**src/rtl/mips_mmio_pkg.sv**
```systemverilog
// Shared definitions for the memory-mapped UART transmitter.
// Contents:
//   - register offsets, taken from Adr[3:2]
//   - STATUS bit positions
//   - serial FSM state encoding
//   - a helper that keeps the bit divisor from reaching zero
package mips_mmio_pkg;

  // Register offsets within the 16-byte window (word index, Adr[3:2]).
  localparam logic [1:0] OFF_TXDATA   = 2'd0;
  localparam logic [1:0] OFF_STATUS   = 2'd1;
  localparam logic [1:0] OFF_BAUDDIV  = 2'd2;
  localparam logic [1:0] OFF_RESERVED = 2'd3;

  // STATUS layout.
  localparam int STAT_BUSY      = 0;
  localparam int STAT_FULL      = 1;
  localparam int STAT_EMPTY     = 2;
  localparam int STAT_OVERFLOW  = 3;
  localparam int STAT_COUNT_LSB = 8;

  // Serial engine state encoding.
  localparam logic [1:0] S_IDLE  = 2'd0;
  localparam logic [1:0] S_START = 2'd1;
  localparam logic [1:0] S_DATA  = 2'd2;
  localparam logic [1:0] S_STOP  = 2'd3;

  typedef enum logic [1:0] {
    ST_IDLE  = S_IDLE,
    ST_START = S_START,
    ST_DATA  = S_DATA,
    ST_STOP  = S_STOP
  } tx_state_e;

  // A divisor of zero would make a bit last forever, so it is stored as 1.
  function automatic logic [15:0] clamp_div(input logic [15:0] d);
    return (d == 16'd0) ? 16'd1 : d;
  endfunction

endpackage

```
**src/rtl/sync_fifo.sv**
```systemverilog
// Small synchronous FIFO with show-ahead output.
// dout always presents the oldest entry, so a pop consumes the word that
// is already visible on dout.
// Ports:
//   clk, reset  - clock and synchronous active-high reset (flushes the FIFO)
//   push, din   - write request and data; dropped when full unless a pop
//                 happens at the same edge
//   pop         - consume the head entry; ignored when empty
//   dout        - head entry (show-ahead)
//   full, empty - occupancy flags
//   count       - number of stored entries
module sync_fifo #(
  parameter int WORD_LENGTH = 8,
  parameter int DEPTH       = 4
) (
  input  logic                   clk,
  input  logic                   reset,
  input  logic                   push,
  input  logic                   pop,
  input  logic [WORD_LENGTH-1:0] din,
  output logic [WORD_LENGTH-1:0] dout,
  output logic                   full,
  output logic                   empty,
  output logic [$clog2(DEPTH):0] count
);

  localparam int AW = $clog2(DEPTH);
  localparam int CW = AW + 1;

  logic [WORD_LENGTH-1:0] mem [DEPTH];
  logic [AW-1:0]          wr_ptr_reg;
  logic [AW-1:0]          rd_ptr_reg;
  logic [CW-1:0]          count_reg;
  logic                   do_push;
  logic                   do_pop;

  assign full  = (count_reg == CW'(DEPTH));
  assign empty = (count_reg == '0);
  assign count = count_reg;
  assign dout  = mem[rd_ptr_reg];

  // A pop at the same edge frees the slot, so a push while full is still
  // accepted in that case.
  assign do_pop  = pop & ~empty;
  assign do_push = push & (~full | do_pop);

  // Storage carries no reset; only occupied entries are ever read.
  always_ff @(posedge clk) begin
    if (do_push) begin
      mem[wr_ptr_reg] <= din;
    end
  end

  // DEPTH is a power of two, so the pointers wrap by natural overflow.
  always_ff @(posedge clk) begin
    if (reset) begin
      wr_ptr_reg <= '0;
      rd_ptr_reg <= '0;
      count_reg  <= '0;
    end else begin
      if (do_push) begin
        wr_ptr_reg <= wr_ptr_reg + AW'(1);
      end
      if (do_pop) begin
        rd_ptr_reg <= rd_ptr_reg + AW'(1);
      end
      case ({do_push, do_pop})
        2'b10:   count_reg <= count_reg + CW'(1);
        2'b01:   count_reg <= count_reg - CW'(1);
        default: count_reg <= count_reg;
      endcase
    end
  end

endmodule

```
**src/rtl/mmio_uart_tx.sv**
```systemverilog
// Memory-mapped 8N1 UART transmitter on the processor load/store port.
// Register map, relative to BASE_ADDRESS:
//   0x0  TXDATA   write pushes WD[7:0] into the TX FIFO; reads 0
//   0x4  STATUS   busy/full/empty/overflow plus FIFO count in [15:8];
//                 writing WD[3]=1 clears the sticky overflow bit
//   0x8  BAUDDIV  clock cycles per serial bit, 16 bits; 0 is stored as 1
//   0xC  reserved
// Ports:
//   clk, reset  - clock and synchronous active-high reset
//   Adr, WD, WE - byte address, store data and store strobe
//   RD          - combinational load data, 0 outside the window
//   tx          - serial output, idles high
//   tx_busy     - high while a frame is on the line
module mmio_uart_tx
  import mips_mmio_pkg::*;
#(
  parameter int                    DATA_WIDTH   = 32,
  parameter int                    ADDR_WIDTH   = 32,
  parameter logic [ADDR_WIDTH-1:0] BASE_ADDRESS = 'h1001_0000,
  parameter int                    FIFO_DEPTH   = 4,
  parameter logic [15:0]           DIV_RESET    = 16'd16
) (
  input  logic                  clk,
  input  logic                  reset,
  input  logic [ADDR_WIDTH-1:0] Adr,
  input  logic [DATA_WIDTH-1:0] WD,
  input  logic                  WE,
  output logic [DATA_WIDTH-1:0] RD,
  output logic                  tx,
  output logic                  tx_busy
);

  localparam int CW = $clog2(FIFO_DEPTH) + 1;

  // Bus decode
  logic       sel;
  logic [1:0] offset;
  logic       wr_txdata;
  logic       wr_status;
  logic       wr_bauddiv;

  assign sel        = (Adr[ADDR_WIDTH-1:4] == BASE_ADDRESS[ADDR_WIDTH-1:4]);
  assign offset     = Adr[3:2];
  assign wr_txdata  = WE & sel & (offset == OFF_TXDATA);
  assign wr_status  = WE & sel & (offset == OFF_STATUS);
  assign wr_bauddiv = WE & sel & (offset == OFF_BAUDDIV);

  // Byte lanes and upper store bits play no part in this block.
  logic unused_bits;
  assign unused_bits = ^{Adr[1:0], WD[DATA_WIDTH-1:16]};

  // FIFO
  logic          fifo_pop;
  logic [7:0]    fifo_dout;
  logic          fifo_full;
  logic          fifo_empty;
  logic [CW-1:0] fifo_count;

  sync_fifo #(
    .WORD_LENGTH(8),
    .DEPTH      (FIFO_DEPTH)
  ) u_fifo (
    .clk  (clk),
    .reset(reset),
    .push (wr_txdata),
    .pop  (fifo_pop),
    .din  (WD[7:0]),
    .dout (fifo_dout),
    .full (fifo_full),
    .empty(fifo_empty),
    .count(fifo_count)
  );

  // Register bank
  logic [15:0] bauddiv_reg;
  logic        overflow_reg;

  always_ff @(posedge clk) begin
    if (reset) begin
      bauddiv_reg  <= DIV_RESET;
      overflow_reg <= 1'b0;
    end else begin
      if (wr_bauddiv) begin
        bauddiv_reg <= clamp_div(WD[15:0]);
      end
      // A push is lost only when full and the engine is not popping.
      if (wr_status && WD[STAT_OVERFLOW]) begin
        overflow_reg <= 1'b0;
      end else if (wr_txdata && fifo_full && !fifo_pop) begin
        overflow_reg <= 1'b1;
      end
    end
  end

  // Serial engine
  tx_state_e   state_reg, state_next;
  logic [7:0]  shift_reg, shift_next;
  logic [15:0] div_reg, div_next;
  logic [15:0] cnt_reg, cnt_next;
  logic [2:0]  bit_idx_reg, bit_idx_next;
  logic        tx_reg, tx_next;
  logic        bit_done;
  logic        load_frame;

  // div_reg is latched at frame start, so BAUDDIV writes only affect
  // later frames.
  assign bit_done = (cnt_reg == div_reg - 16'd1);

  always_ff @(posedge clk) begin
    if (reset) begin
      state_reg   <= ST_IDLE;
      shift_reg   <= '0;
      div_reg     <= DIV_RESET;
      cnt_reg     <= '0;
      bit_idx_reg <= '0;
      tx_reg      <= 1'b1;
    end else begin
      state_reg   <= state_next;
      shift_reg   <= shift_next;
      div_reg     <= div_next;
      cnt_reg     <= cnt_next;
      bit_idx_reg <= bit_idx_next;
      tx_reg      <= tx_next;
    end
  end

  // tx_next is the line level for the state being entered, which keeps
  // tx and tx_busy aligned on the same edge.
  always_comb begin
    state_next   = state_reg;
    shift_next   = shift_reg;
    div_next     = div_reg;
    cnt_next     = cnt_reg;
    bit_idx_next = bit_idx_reg;
    tx_next      = tx_reg;
    fifo_pop     = 1'b0;
    load_frame   = 1'b0;

    case (state_reg)
      ST_IDLE: begin
        tx_next = 1'b1;
        if (!fifo_empty) begin
          load_frame = 1'b1;
        end
      end
      ST_START: begin
        if (bit_done) begin
          cnt_next     = '0;
          bit_idx_next = '0;
          state_next   = ST_DATA;
          tx_next      = shift_reg[0];
        end else begin
          cnt_next = cnt_reg + 16'd1;
        end
      end
      ST_DATA: begin
        if (bit_done) begin
          cnt_next = '0;
          if (bit_idx_reg == 3'd7) begin
            state_next = ST_STOP;
            tx_next    = 1'b1;
          end else begin
            shift_next   = {1'b0, shift_reg[7:1]};
            bit_idx_next = bit_idx_reg + 3'd1;
            tx_next      = shift_reg[1];
          end
        end else begin
          cnt_next = cnt_reg + 16'd1;
        end
      end
      ST_STOP: begin
        if (bit_done) begin
          cnt_next = '0;
          // Chain straight into the next frame when data is waiting.
          if (!fifo_empty) begin
            load_frame = 1'b1;
          end else begin
            state_next = ST_IDLE;
            tx_next    = 1'b1;
          end
        end else begin
          cnt_next = cnt_reg + 16'd1;
        end
      end
      default: begin
        state_next = ST_IDLE;
        tx_next    = 1'b1;
      end
    endcase

    if (load_frame) begin
      fifo_pop     = 1'b1;
      shift_next   = fifo_dout;
      div_next     = bauddiv_reg;
      cnt_next     = '0;
      bit_idx_next = '0;
      state_next   = ST_START;
      tx_next      = 1'b0;
    end
  end

  assign tx      = tx_reg;
  assign tx_busy = (state_reg != ST_IDLE);

  // Load data
  always_comb begin
    RD = '0;
    if (sel) begin
      case (offset)
        OFF_STATUS: begin
          RD[STAT_BUSY]               = tx_busy;
          RD[STAT_FULL]               = fifo_full;
          RD[STAT_EMPTY]              = fifo_empty;
          RD[STAT_OVERFLOW]           = overflow_reg;
          RD[STAT_COUNT_LSB +: 8]     = 8'(fifo_count);
        end
        OFF_BAUDDIV:  RD[15:0] = bauddiv_reg;
        OFF_TXDATA:   RD = '0;
        OFF_RESERVED: RD = '0;
        default:      RD = '0;
      endcase
    end
  end

endmodule

```
**config.mk**
```make
export PLATFORM = sky130hd
export DESIGN_NAME = mmio_uart_tx
export DESIGN_NICKNAME = d
export VERILOG_FILES = /design/src/rtl/mips_mmio_pkg.sv /design/src/rtl/sync_fifo.sv /design/src/rtl/mmio_uart_tx.sv
export SDC_FILE = /design/constraint.sdc
export NUM_CORES = 1
export LEC_CHECK = 0
export ABC_AREA = 0
export BUFFER_PORTS_ARGS = -buffer_cell sky130_fd_sc_hd__buf_2
export CAP_MARGIN = 10
export CORE_ASPECT_RATIO = 0.5
export CORE_MARGIN = 5
export CORE_UTILIZATION = 56
export CTS_CLUSTER_DIAMETER = 60
export DETAILED_ROUTE_END_ITERATION = 6
export PLACE_DENSITY = 0.8
export REMOVE_ABC_BUFFERS = 1
export SETUP_SLACK_MARGIN = 0.5
export SLEW_MARGIN = 20
export SYNTH_ARGS = -nofsm -noshare
export SYNTH_HDL_FRONTEND = slang
export SYNTH_HIERARCHICAL = 1
export SYNTH_SLANG_ARGS = --single-unit
```
**constraint.sdc**
```tcl
create_clock -name clk -period 5.2 [get_ports clk]
set_input_delay 0.26 -clock clk [delete_from_list [all_inputs] [get_ports clk]]
set_output_delay 0.26 -clock clk [all_outputs]
set_load 0.01 [all_outputs]
```
Word level (Yosys, flattened, before mapping)
Memory sizes are Yosys's and may differ from the RTL's. A register that Yosys moved wholly into a read port is not among the register bits.
Cells that the tools add are included.
Widths: inputs -> output; s select.
{ "op_classes": {"bitwise_logic": 9, "reduce_logical": 24, "n_addsub": 7, "muxes": 37, "n_eq_ne": 24} }
{ "op_table": {"columns": ["cell", "count"], "rows": [
  ["$mux 16", 3],
  ["$mux 8", 4],
  ["$eq 28x25->1 const B", 1],
  ["$pmux 8 s3", 1],
  ["$add 16x1->16 const B", 1],
  ["$eq 16x16->1", 1],
  ["$logic_not 16->1", 1],
  ["$sub 16x1->16 const B", 1],
  ["$ne 3x3->1 const B", 5],
  ["$mux 2", 7],
  ["$ne 2x2->1 const B", 7],
  ["$mux 1", 12],
  ["$pmux 3 s2", 2],
  ["$pmux 4 s3", 1],
  ["$reduce_and 6->1", 2],
  ["$eq 2x2->1 const B", 5],
  ["$reduce_bool 2->1", 5],
  ["$mux 3", 3],
  ["$reduce_and 4->1", 2],
  ["$add 3x1->3 const B", 2],
  ["$and 1x1->1", 6],
  ["$eq 2x1->1 const B", 3],
  ["$eq 3x3->1 const B", 2],
  ["$pmux 2 s3", 1],
  ["other kinds (16)", 23]
]} }
{ "word_totals": {"n_memories": 1, "output_inout_bits": 34, "wordCells": 114, "register_bits": 70, "mem_bits_rw": 32} }
{ "memory_table": {"columns": ["name", "depth", "width", "read_ports", "rd_ports_with_merged_regs", "write_ports", "line_no", "rtl"], "rows": [
  ["u_fifo.mem", 4, 8, 1, 1, 1, "sync_fifo.sv:30", "logic [WORD_LENGTH-1:0] mem [DEPTH];"]
]} }

Longest topological paths before layout
Gate-level depths: netlist of the first run.
{ "logic_depth": {"depth_word": 10, "mapped_depth": 20, "depth_no_buf": 18} }

Modules after synthesis
The synthesis of the first run kept the hierarchy.
{ "modules_own_cells": {"columns": ["module", "instances", "cells_per_inst", "seq_area_each_um2", "area_each_um2"], "rows": [
  ["mmio_uart_tx", 1, 477, 1261.2, 3843.7],
  ["sync_fifo", 1, 96, 1141.1, 1645.3]
]} }

Worst setup path before layout of the first run
No wires, ideal clock.
{ "synth_path": {"kind": "register to register", "from": "reg div_reg[0]", "to": "reg u_fifo.count_reg[2] (netlist: u_fifo/count[2])", "required_time_ns": 5.130, "arrival_ns": 3.716, "slack_ns": 1.414, "n_path_buf": 2, "period_less_slack_ns": 3.786, "stages_incl_launch_ff": 20, "setup_ns": 0.070, "cell_sequence": "dfxtp_1 > inv_1 > ha_1 > clkbuf_1 > nand2_1 > o31ai_1 > o2111ai_1 > nor4_2 > and3_1 > a31oi_1 > inv_2 > buf_2 > o31ai_1 > inv_1 > ha_1 > inv_1 > fa_1 > xor2_1 > or3_2 > a21oi_1"} }
{ "synth_via": {"elab_chain_cells": 10} }
{ "synth_rtl": {"columns": ["element", "line_no", "rtl"], "rows": [
  ["start, declared", "mmio_uart_tx.sv:98", "logic [15:0] div_reg, div_next;"],
  ["start signal, assigned", "mmio_uart_tx.sv:120", "div_reg <= div_next;"],
  ["$sub 16x1->16 *", "mmio_uart_tx.sv:107", "assign bit_done = (cnt_reg == div_reg - 16'd1);"],
  ["$eq 16x16->1 *", "mmio_uart_tx.sv:107", null],
  ["$mux 1 *", "mmio_uart_tx.sv:172", "if (bit_done) begin"],
  ["$pmux 1 s2 *", "mmio_uart_tx.sv:139", "case (state_reg)"],
  ["$mux 1 *", "mmio_uart_tx.sv:191", "if (load_frame) begin"],
  ["via fifo_pop", "mmio_uart_tx.sv:53", "logic fifo_pop;"],
  ["$and 1x1->1 *", "sync_fifo.sv:44", "assign do_pop = pop & ~empty;"],
  ["via u_fifo.do_pop", "sync_fifo.sv:35", "logic do_pop;"],
  ["$or 1x1->1", "sync_fifo.sv:45", "assign do_push = push & (~full | do_pop);"],
  ["$and 1x1->1", "sync_fifo.sv:45", null],
  ["$eq 2x1->1 or $eq 2x2->1 (tied branches)", "sync_fifo.sv:67", "case ({do_push, do_pop})"],
  ["$pmux 3 s2 or $reduce_bool 2->1 (tied branches)", null, null],
  ["end signal, assigned", "sync_fifo.sv:68", "2'b10: count_reg <= count_reg + CW'(1);"],
  ["end signal, assigned", "sync_fifo.sv:69", "2'b01: count_reg <= count_reg - CW'(1);"],
  ["end signal, assigned", "sync_fifo.sv:70", "default: count_reg <= count_reg;"],
  ["end, declared", "sync_fifo.sv:33", "logic [CW-1:0] count_reg;"]
]} }
The timed path passes the listed nets; every way through them passes the cells marked *.
A chain may end at the register's enable or synchronous reset.

Worst setup path after layout of the first run
{ "layout_path": {"from": "reg div_reg[2]", "to": "reg u_fifo.count_reg[2] (netlist: u_fifo/count[2])"} }
{ "layout_via": {"elab_chain_cells": 10} }
{ "layout_rtl": {"columns": ["element", "line_no"], "rows": [
  ["$sub 16x1->16 *", "mmio_uart_tx.sv:107"],
  ["$eq 16x16->1 *", "mmio_uart_tx.sv:107"],
  ["$mux 1 *", "mmio_uart_tx.sv:172"],
  ["$pmux 1 s2 *", "mmio_uart_tx.sv:139"],
  ["$mux 1 *", "mmio_uart_tx.sv:191"],
  ["$and 1x1->1 *", "sync_fifo.sv:44"],
  ["$or 1x1->1", "sync_fifo.sv:45"],
  ["$and 1x1->1", "sync_fifo.sv:45"],
  ["$eq 2x1->1 or $eq 2x2->1 (tied branches)", "sync_fifo.sv:67"],
  ["$pmux 3 s2 or $reduce_bool 2->1 (tied branches)", null]
]} }
Every way passes the cells marked *; elsewhere a longest branch is shown, timed or not.

==> summary.md, run 1 <==
| Metric | Value |
|---|---|
| Status | finished clean |
| Setup CP Type | flop to flop |
| Pwr/cell area | about 270 mW/mm2 |
| Total CTS buffers | 9 |
| Number of synthesized flops with an enable pin | 32 |
| DRT iter0 DRCs | slightly above 400 |
| Setup TNS | 0 ps |
| Avg Inst Size Synth | roughly 9.6 um2 |
| Die X | about 150 um |
| Post-layout min period | ~4200 ps |
| # port buffers | 66 |
| I/O pin cnt | just over 100 |
| Cells after synthesis | between 500 and 600 |
| NumNets Final | 708 |
| Max-cap viol count | 0 |
| Max Slew Vio Count | 0 |
| Post-DP Area | approximately 0.0058 mm2 |
| Routability cong. | approximately 0.86 |
| TritonCTS clock tree | built |
| Leading post-synthesis cells by cell area | dfxtp_1 26%, edfxtp_1 18%, nand2_1 5.3% |
| Layout area overhead | 10.71% |
| # fillers | about 790 |
| CP most frequent cell | inv_1 |
| Design area | around 0.0061 mm2 |
| Critical Path RT | between 5000 and 6000 ps |
| Sequential-to-total area share from yosys stat | roughly 44% |
| Least-Margin Pin Slew | about 1000 ps |
| Finish-stage setup viols | 0 |
| Starting Density | 57.72% |
| Root buf cell | clkbuf_16 |
| Clock Path Buffers | 2 |
| Worst path bufs/invs | 4 |
| F_max | roughly 240 MHz |
| Final Instance Count excl. Fillers | 765 |
| Post-CTS Setup Bufs | 0 |
| Critical path peak fanout | 12 |
| TritonRoute pass-1 iters | 7 |
| Final hold vios | 0 |
| Post-synth cell types | 74 |
| GRT Overall Usage | between 20% and 30% |
| First-pass GRT wire length | approximately 19000 um |
| Inserted Diodes | 0 |
| Worst-Skew Late Latency | around 360 ps |
| Vias in the first global route | approximately 4000 |
| Total congestion overflow | 0 |
| DR vias/cell | ~5.5 |
| Internal power | roughly 1.2 mW |
| Period utilisation layout | 80.09% |
| Crit-path slowest cell | nor4_4 |
| Row count | 25 |
| Pin count of the biggest net entering global routing | 47 |
| Leading area contributor after synthesis | dfxtp_1 |
| Placed Instances | ~750 |
| Leak Pwr | ~2.2 nW |
| Sw frac | between 20% and 30% |
| Max incr delay on CP | ~630 ps |
| Storage element area | around 0.0024 mm2 |
| Number of remaining DRC errors | 0 |
| Fin util | a little under two thirds |
| Setup Skew | ~8.6 ps |
| Via Count | around 4200 |
| Multi-input gate area | roughly 0.0027 mm2 |
| Path type of the worst min-delay path | input pin to flop |
| CP Cell Sequence | nor4_4 > and4_1 > o2111ai_1 > nor4_2 > and3_1 > a31oi_2 > inv_2 > inv_1 > a21boi_2 > inv_1 > ha_1 > inv_1 > fa_1 > xor2_1 > or3_2 > a21oi_1 |
| Relative max-transition margin | a little over 30% |
| Largest register FFs | 32 |
| CTS Hold Bufs | 0 |
| RSZ-0062 raised after global routing | false |
| Seq pwr share | 51.7% |
| Top FF cell, synth | dfxtp_1 |
| DR WL/cell | 15.38 um |
| Sw power | 406.4 uW |
| Clk sink count | approximately 100 |
| CP Data Arrival Time | between 4000 and 5000 ps |
| Post-CTS Resized | 0 |
| Post-route ant nets | 0 |
| Worst setup EP type | flop |
| Core ar. | about 0.0095 mm2 |
| DRT Wirelength | ~12000 um |
| Share of post-route cells with drive strength above 1 | about a fifth |
| Clock Pin Slew Worst Setup and Hold Paths | roughly 80 ps |
| Die Ht | roughly 80 um |
| Async S/R FF share, synth | 0% |
| Synth warnings | 6 |
| Startpoint types | flop |
| Most common cell after layout, fill and taps aside | nand2_1 |
| Most frequent cells in the layout | 77 x nand2_1, 72 x dfxtp_1, 66 x buf_2, 48 x a21oi_1, 43 x nor2_1 |
| Initial antenna violation count | 0 |
| Synthesis-stage register bit count | about 100 |
| CP delay by family, top | simple AND/OR/NAND/NOR gates |
| H-tree levels | 3 |
| Clock Power Share | 43.2% |
| Most flops, register | u_fifo/mem |
| DP HPWL | roughly 8500 um |
| Worst IR Drop VDD | slightly below 0.0002 V |
| Die Footprint | roughly 0.012 mm2 |
| Mapped cell area | approximately 0.0055 mm2 |
| Share of Yosys cell area claimed by the top area cell type | a little over a quarter |
| Comb power frac | around 5% |
## cell families (layout without fill, tap and decap cells)
kind of cell	count (synthesis)	count (layout)	share of synthesized area, %
flops	104	104	43.77
simple gates	226	226	21.75
compound gates	103	103	11.83
buf+inv	67	109	7.499
mux	20	20	5.562
other cells	1	16	0.06832
fa+ha+maj	16	16	3.784
xor+xnor	36	36	5.744
## per-layer routing
metal / vias up / share of wire (%) / global-route usage, %
li1: 2088 / - / -
met4: 0 / 0.98 / 4.745
met5: - / 0 / 0
met1: 1987 / 44 / 26.46
met3: 11 / 6.4 / 4.424
met2: 125 / 48 / 34.10
## worst register-to-register path: cells and delay by family, from the launching register on
kind	cells	cell delay, ps
AND/OR/NAND/NOR	5	2130
AO/OA/AOI/OAI	4	740
flip-flops	1	420
adder cells (fa/ha/maj)	2	400
XOR/XNOR	1	70
buffers and inverters	4	350
## cell type report
type | instances | area share [%]
clock buffers | 9 | 3.706
well taps | 135 | 2.779
multi-input cells | 417 | 45.19
flip-flops and latches | 104 | 39.53
clock inverters | 7 | 1.503
inverters | 24 | 1.482
repair buffers | 69 | 5.806
## cells in the mapped netlist, drive strengths merged (14+ instances only)
library cell,n
a21oi,48
and2,14
buf,29
dfxtp,72
edfxtp,32
ha,15
inv,24
nand2,77
nor2,45
nor4,15
o21ai,17
xnor2,17
xor2,19
## stage by stage
stage | power (mW) | worst slack, ps | hold WS, ps
floorplan | 0.9018 | -75.17 | 329.1
global placement | 0.9411 | 1251 | 456.8
detailed placement | 0.9443 | 1229 | 463.2
CTS | 1.638 | 1139 | 143.7
global route | 1.687 | 755.0 | 145.5
finish | 1.631 | 1035 | 145.7
## power by group through the flow
stage	sequential [mW]	combinational, mW	clock, mW
floorplan	0.861	0.0403	0
global placement	0.862	0.0793	0
detailed placement	0.862	0.0823	0
CTS	0.843	0.0827	0.712
global route	0.844	0.0916	0.752
finish	0.843	0.0833	0.704
## worst paths after layout
kind	start	end	slack [ps]	cells past startpoint
max	div_reg[2]$_SDFFE_PP0P_	u_fifo/count[2]$_SDFFE_PP0P_	1040	16
min	WD[10]	bauddiv_reg[10]$_SDFFE_PP0P_	150	3
max reg2reg	div_reg[2]$_SDFFE_PP0P_	u_fifo/count[2]$_SDFFE_PP0P_	1040	16
min reg2reg	bauddiv_reg[14]$_SDFFE_PP0P_	bauddiv_reg[14]$_SDFFE_PP0P_	470	2
No activity file was read; power rests on OpenSTA's default activity.
==> run 2, diff against run 1 <==
- ABC_AREA: 0 -> 1
- clock period: 5.2 -> 4.2 ns (I/O delays scaled with it)
==> run 2 against run 1 <==
Net effect:
- count of clock-buffer cells in the layout unchanged
- register-to-register slack got worse by 120 ps
- combinational power increased by 68%
- first-iteration DRC count increased by 10%
- global-route usage increased by 1.9 points
- sequential cell count unchanged
- routed wire length increased by 15%
- clock skew about the same
- core utilization increased by 1.5 points
- critical path type unchanged
==> summary.md, run 2 <==
| Metric | Value |
|---|---|
| Status | finished clean |
| Number of remaining DRC errors | 0 |
| Share of Yosys cell area claimed by the top area cell type | 25.46% |
| Leading area contributor after synthesis | dfxtp_1 |
| Critical Path RT | about 4500 ps |
| Final hold vios | 0 |
| CTS Hold Bufs | 0 |
| Path depth of the worst reg2reg path | 25 |
| Worst setup EP type | flop |
| DRT iter0 DRCs | between 400 and 500 |
| Worst-Skew Late Latency | 350 ps |
| Starting Density | approximately 59% |
| F_max | slightly above 300 MHz |
| Leading post-synthesis cells by cell area | dfxtp_1 25%, edfxtp_1 17%, nand2_1 11% |
| Reg-to-reg setup timing slack | around 900 ps |
| Synth warnings | 6 |
| Most frequent cell after synthesis | nand2_1 |
| Die Ht | around 81 um |
| Most common cell after layout, fill and taps aside | nand2_1 |
| Initial antenna violation count | 0 |
| Post-route ant nets | 0 |
| NumNets Final | between 800 and 900 |
| Worst setup path end | u_fifo/count[2]$_SDFFE_PP0P_ |
| Setup CP Type | flop to flop |
| Setup Skew | about 9 ps |
| Root buf cell | clkbuf_16 |
| Async S/R FF share, synth | 0% |
| Worst IR Drop VDD | between 0.00015 and 0.0002 V |
| Crit. Startpoint | div_reg[0]$_SDFFE_PP0P_ |
| RSZ-0062 raised after global routing | false |
| Share of post-route cells with drive strength above 1 | between 10% and 20% |
| DRT Wirelength | 13530 um |
| Row count | 25 |
| TritonCTS clock tree | built |
| Relative max-transition margin | between 20% and 30% |
| # port buffers | 66 |
| Top FF cell, synth | dfxtp_1 |
| Total Power | 2.068 mW |
| Synth top cells by count | 164 x nand2_1, 86 x nor2_1, 82 x inv_1 |
| DP HPWL | 9900 um |
| Critical path peak fanout | 14 |
| Largest register FFs | 32 |
| Avg Inst Size Synth | around 7.5 um2 |
| Post-layout min period | between 3000 and 4000 ps |
| Pin count of the biggest net entering global routing | ~50 |
| First-pass GRT wire length | 22160 um |
| Max-cap viol count | 0 |
| FF-to-FF Start | div_reg[0]$_SDFFE_PP0P_ |
| GRT Overall Usage | between 20 and 25% |
| Mapped cell area | 0.005662 mm2 |
| Reg-to-reg critical path endpoint | u_fifo/count[2]$_SDFFE_PP0P_ |
| Max Slew Vio Count | 0 |
| Clock Path Buffers | 2 |
| Post-synth cell types | 40 |
| Least-Margin Pin Slew | around 1000 ps |
| DR vias/cell | ~5.4 |
| Via Count | 5139 |
| Routability cong. | 0.9351 |
| DR WL/cell | 14.15 um |
| Core ar. | around 0.0097 mm2 |
| Synthesis-stage register bit count | roughly 100 |
| Die X | roughly 150 um |
| Path type of the worst min-delay path | input pin to flop |
| CP Data Arrival Time | between 3000 and 4000 ps |
| Sequential-to-total area share from yosys stat | around 42% |
| Pwr/cell area | roughly 330 mW/mm2 |
| TritonRoute pass-1 iters | 6 |
| Finish-stage setup viols | 0 |
| H-tree levels | 3 |
| Vias in the first global route | ~4800 |
| Most frequent cells in the layout | 164 x nand2_1, 86 x nor2_1, 82 x inv_1, 72 x dfxtp_1, 66 x buf_2 |
| Total congestion overflow | 0 |
| Leak Pwr | roughly 2.7 nW |
| I/O pin cnt | 101 |
| Layout area overhead | 11.60% |
| Number of synthesized flops with an enable pin | 32 |
| Period utilisation layout | between 70% and 80% |
| Die Footprint | around 0.012 mm2 |
| Setup TNS | 0 ps |
| Cells after synthesis | 756 |
| Startpoint types | flop |
| Clk sink count | 104 |
| Most flops, register | u_fifo/mem |
| Post-CTS Setup Bufs | 0 |
| Clock Pin Slew Worst Setup and Hold Paths | around 80 ps |
| Inserted Diodes | 0 |
| Total CTS buffers | 9 |
run 2: cell types whose count changed in the layout (fill, tap and decap cells not counted), sizes merged, moves of 10 or more:
cell,before,now
and2,14,2
mux2i,11,0
o21ai,17,52
nand2,77,167
inv,30,96
and3,11,1
nand3,11,45
nor2,45,94
run 2: kinds of logic after synthesis:
family                   synth area share, %
XOR/XNOR                               3.558
flip-flops                             42.43
AND/OR/NAND/NOR                        28.73
other                                0.06623
buffers and inverters                  10.21
adder cells (fa/ha/maj)                3.669
AO/OA/AOI/OAI                          11.34
run 2: timing repair:
item / CTS / global route
hold endpoints to repair: 0 / 0
setup endpoints to repair: 0 / 1
resized for setup: 0 / 2
run 2: layout make-up:
type / instances / area [um2]
clock buffer: 9 / 225.2
timing repair buffer: 69 / 352.8
fill: 825 / 3347
sequential: 104 / 2402
tap: 135 / 168.9
multi-input combinational: 541 / 2738
clock inverter: 7 / 87.58
inverter: 91 / 344.1
run 2: worst max-delay path, cell delays in order, from the launching register on:
cell and delay [ps]:
dfxtp_1 330, inv_2 80, ha_1 190, nand2_1 100, nor2_1 230, nand2_1 80, nand2_1 70, nand2_1 50
nor2_1 120, nand2_1 80, nor3_2 180, nand3_1 110, nand2_1 80, nand2_2 70, inv_4 150, nand2_1 110
inv_1 110, ha_1 200, inv_1 70, fa_1 380, inv_1 70, nand2_1 50, nand3_1 100, nand2_1 70
nand2_1 60, nor2_1 40
run 2: how the worst min path moves through the flow:
| stage | start | to | cells past startpoint |
|---|---|---|---|
| after global placement | overflow_reg$_SDFFE_PP0P_ | overflow_reg$_SDFFE_PP0P_ | 2 |
| after CTS | WD[5] | u_fifo/mem[3][5]$_DFFE_PP_ | 1 |
| after floorplan | reset | bauddiv_reg[10]$_SDFFE_PP0P_ | 1 |
| final | WD[5] | u_fifo/mem[3][5]$_DFFE_PP_ | 1 |
| after global routing | WD[5] | u_fifo/mem[0][5]$_DFFE_PP_ | 1 |
| after detailed placement | overflow_reg$_SDFFE_PP0P_ | overflow_reg$_SDFFE_PP0P_ | 2 |
run 2: where the power goes:
part | internal [mW] | switching, mW | leakage, nW
registers | 1.04 | 0.00792 | 0.867
clock network | 0.479 | 0.402 | 0.155
logic | 0.0486 | 0.0911 | 1.64
run 2: per-stage QoR:
step / worst slack, ps / hold slack [ps] / instances / cell area, um2 / util (%)
after floorplan: 929.8 / 279.1 / 736 / 5482 / -
after global routing: 593.0 / 119.7 / 956 / 6319 / 65.37
after CTS: 863.7 / 107.3 / 956 / 6316 / 65.35
after global placement: 926.7 / 437.0 / 940 / 6003 / 62.11
final: 919.0 / 112.5 / 956 / 6319 / 65.37
after detailed placement: 878.9 / 442.9 / 940 / 6003 / 62.11
run 2: metal layers:
| metal | vias up | routed length [um] | part of all wire [%] | global-route usage [%] |
|---|---|---|---|---|
| li1 | 2580 | - | - | - |
| met1 | 2353 | 6180 | 46 | 28.43 |
| met2 | 186 | 6254 | 46 | 38.58 |
| met3 | 20 | 868 | 6.4 | 4.258 |
| met4 | 0 | 221 | 1.6 | 6.188 |
| met5 | - | 0 | 0 | 0 |
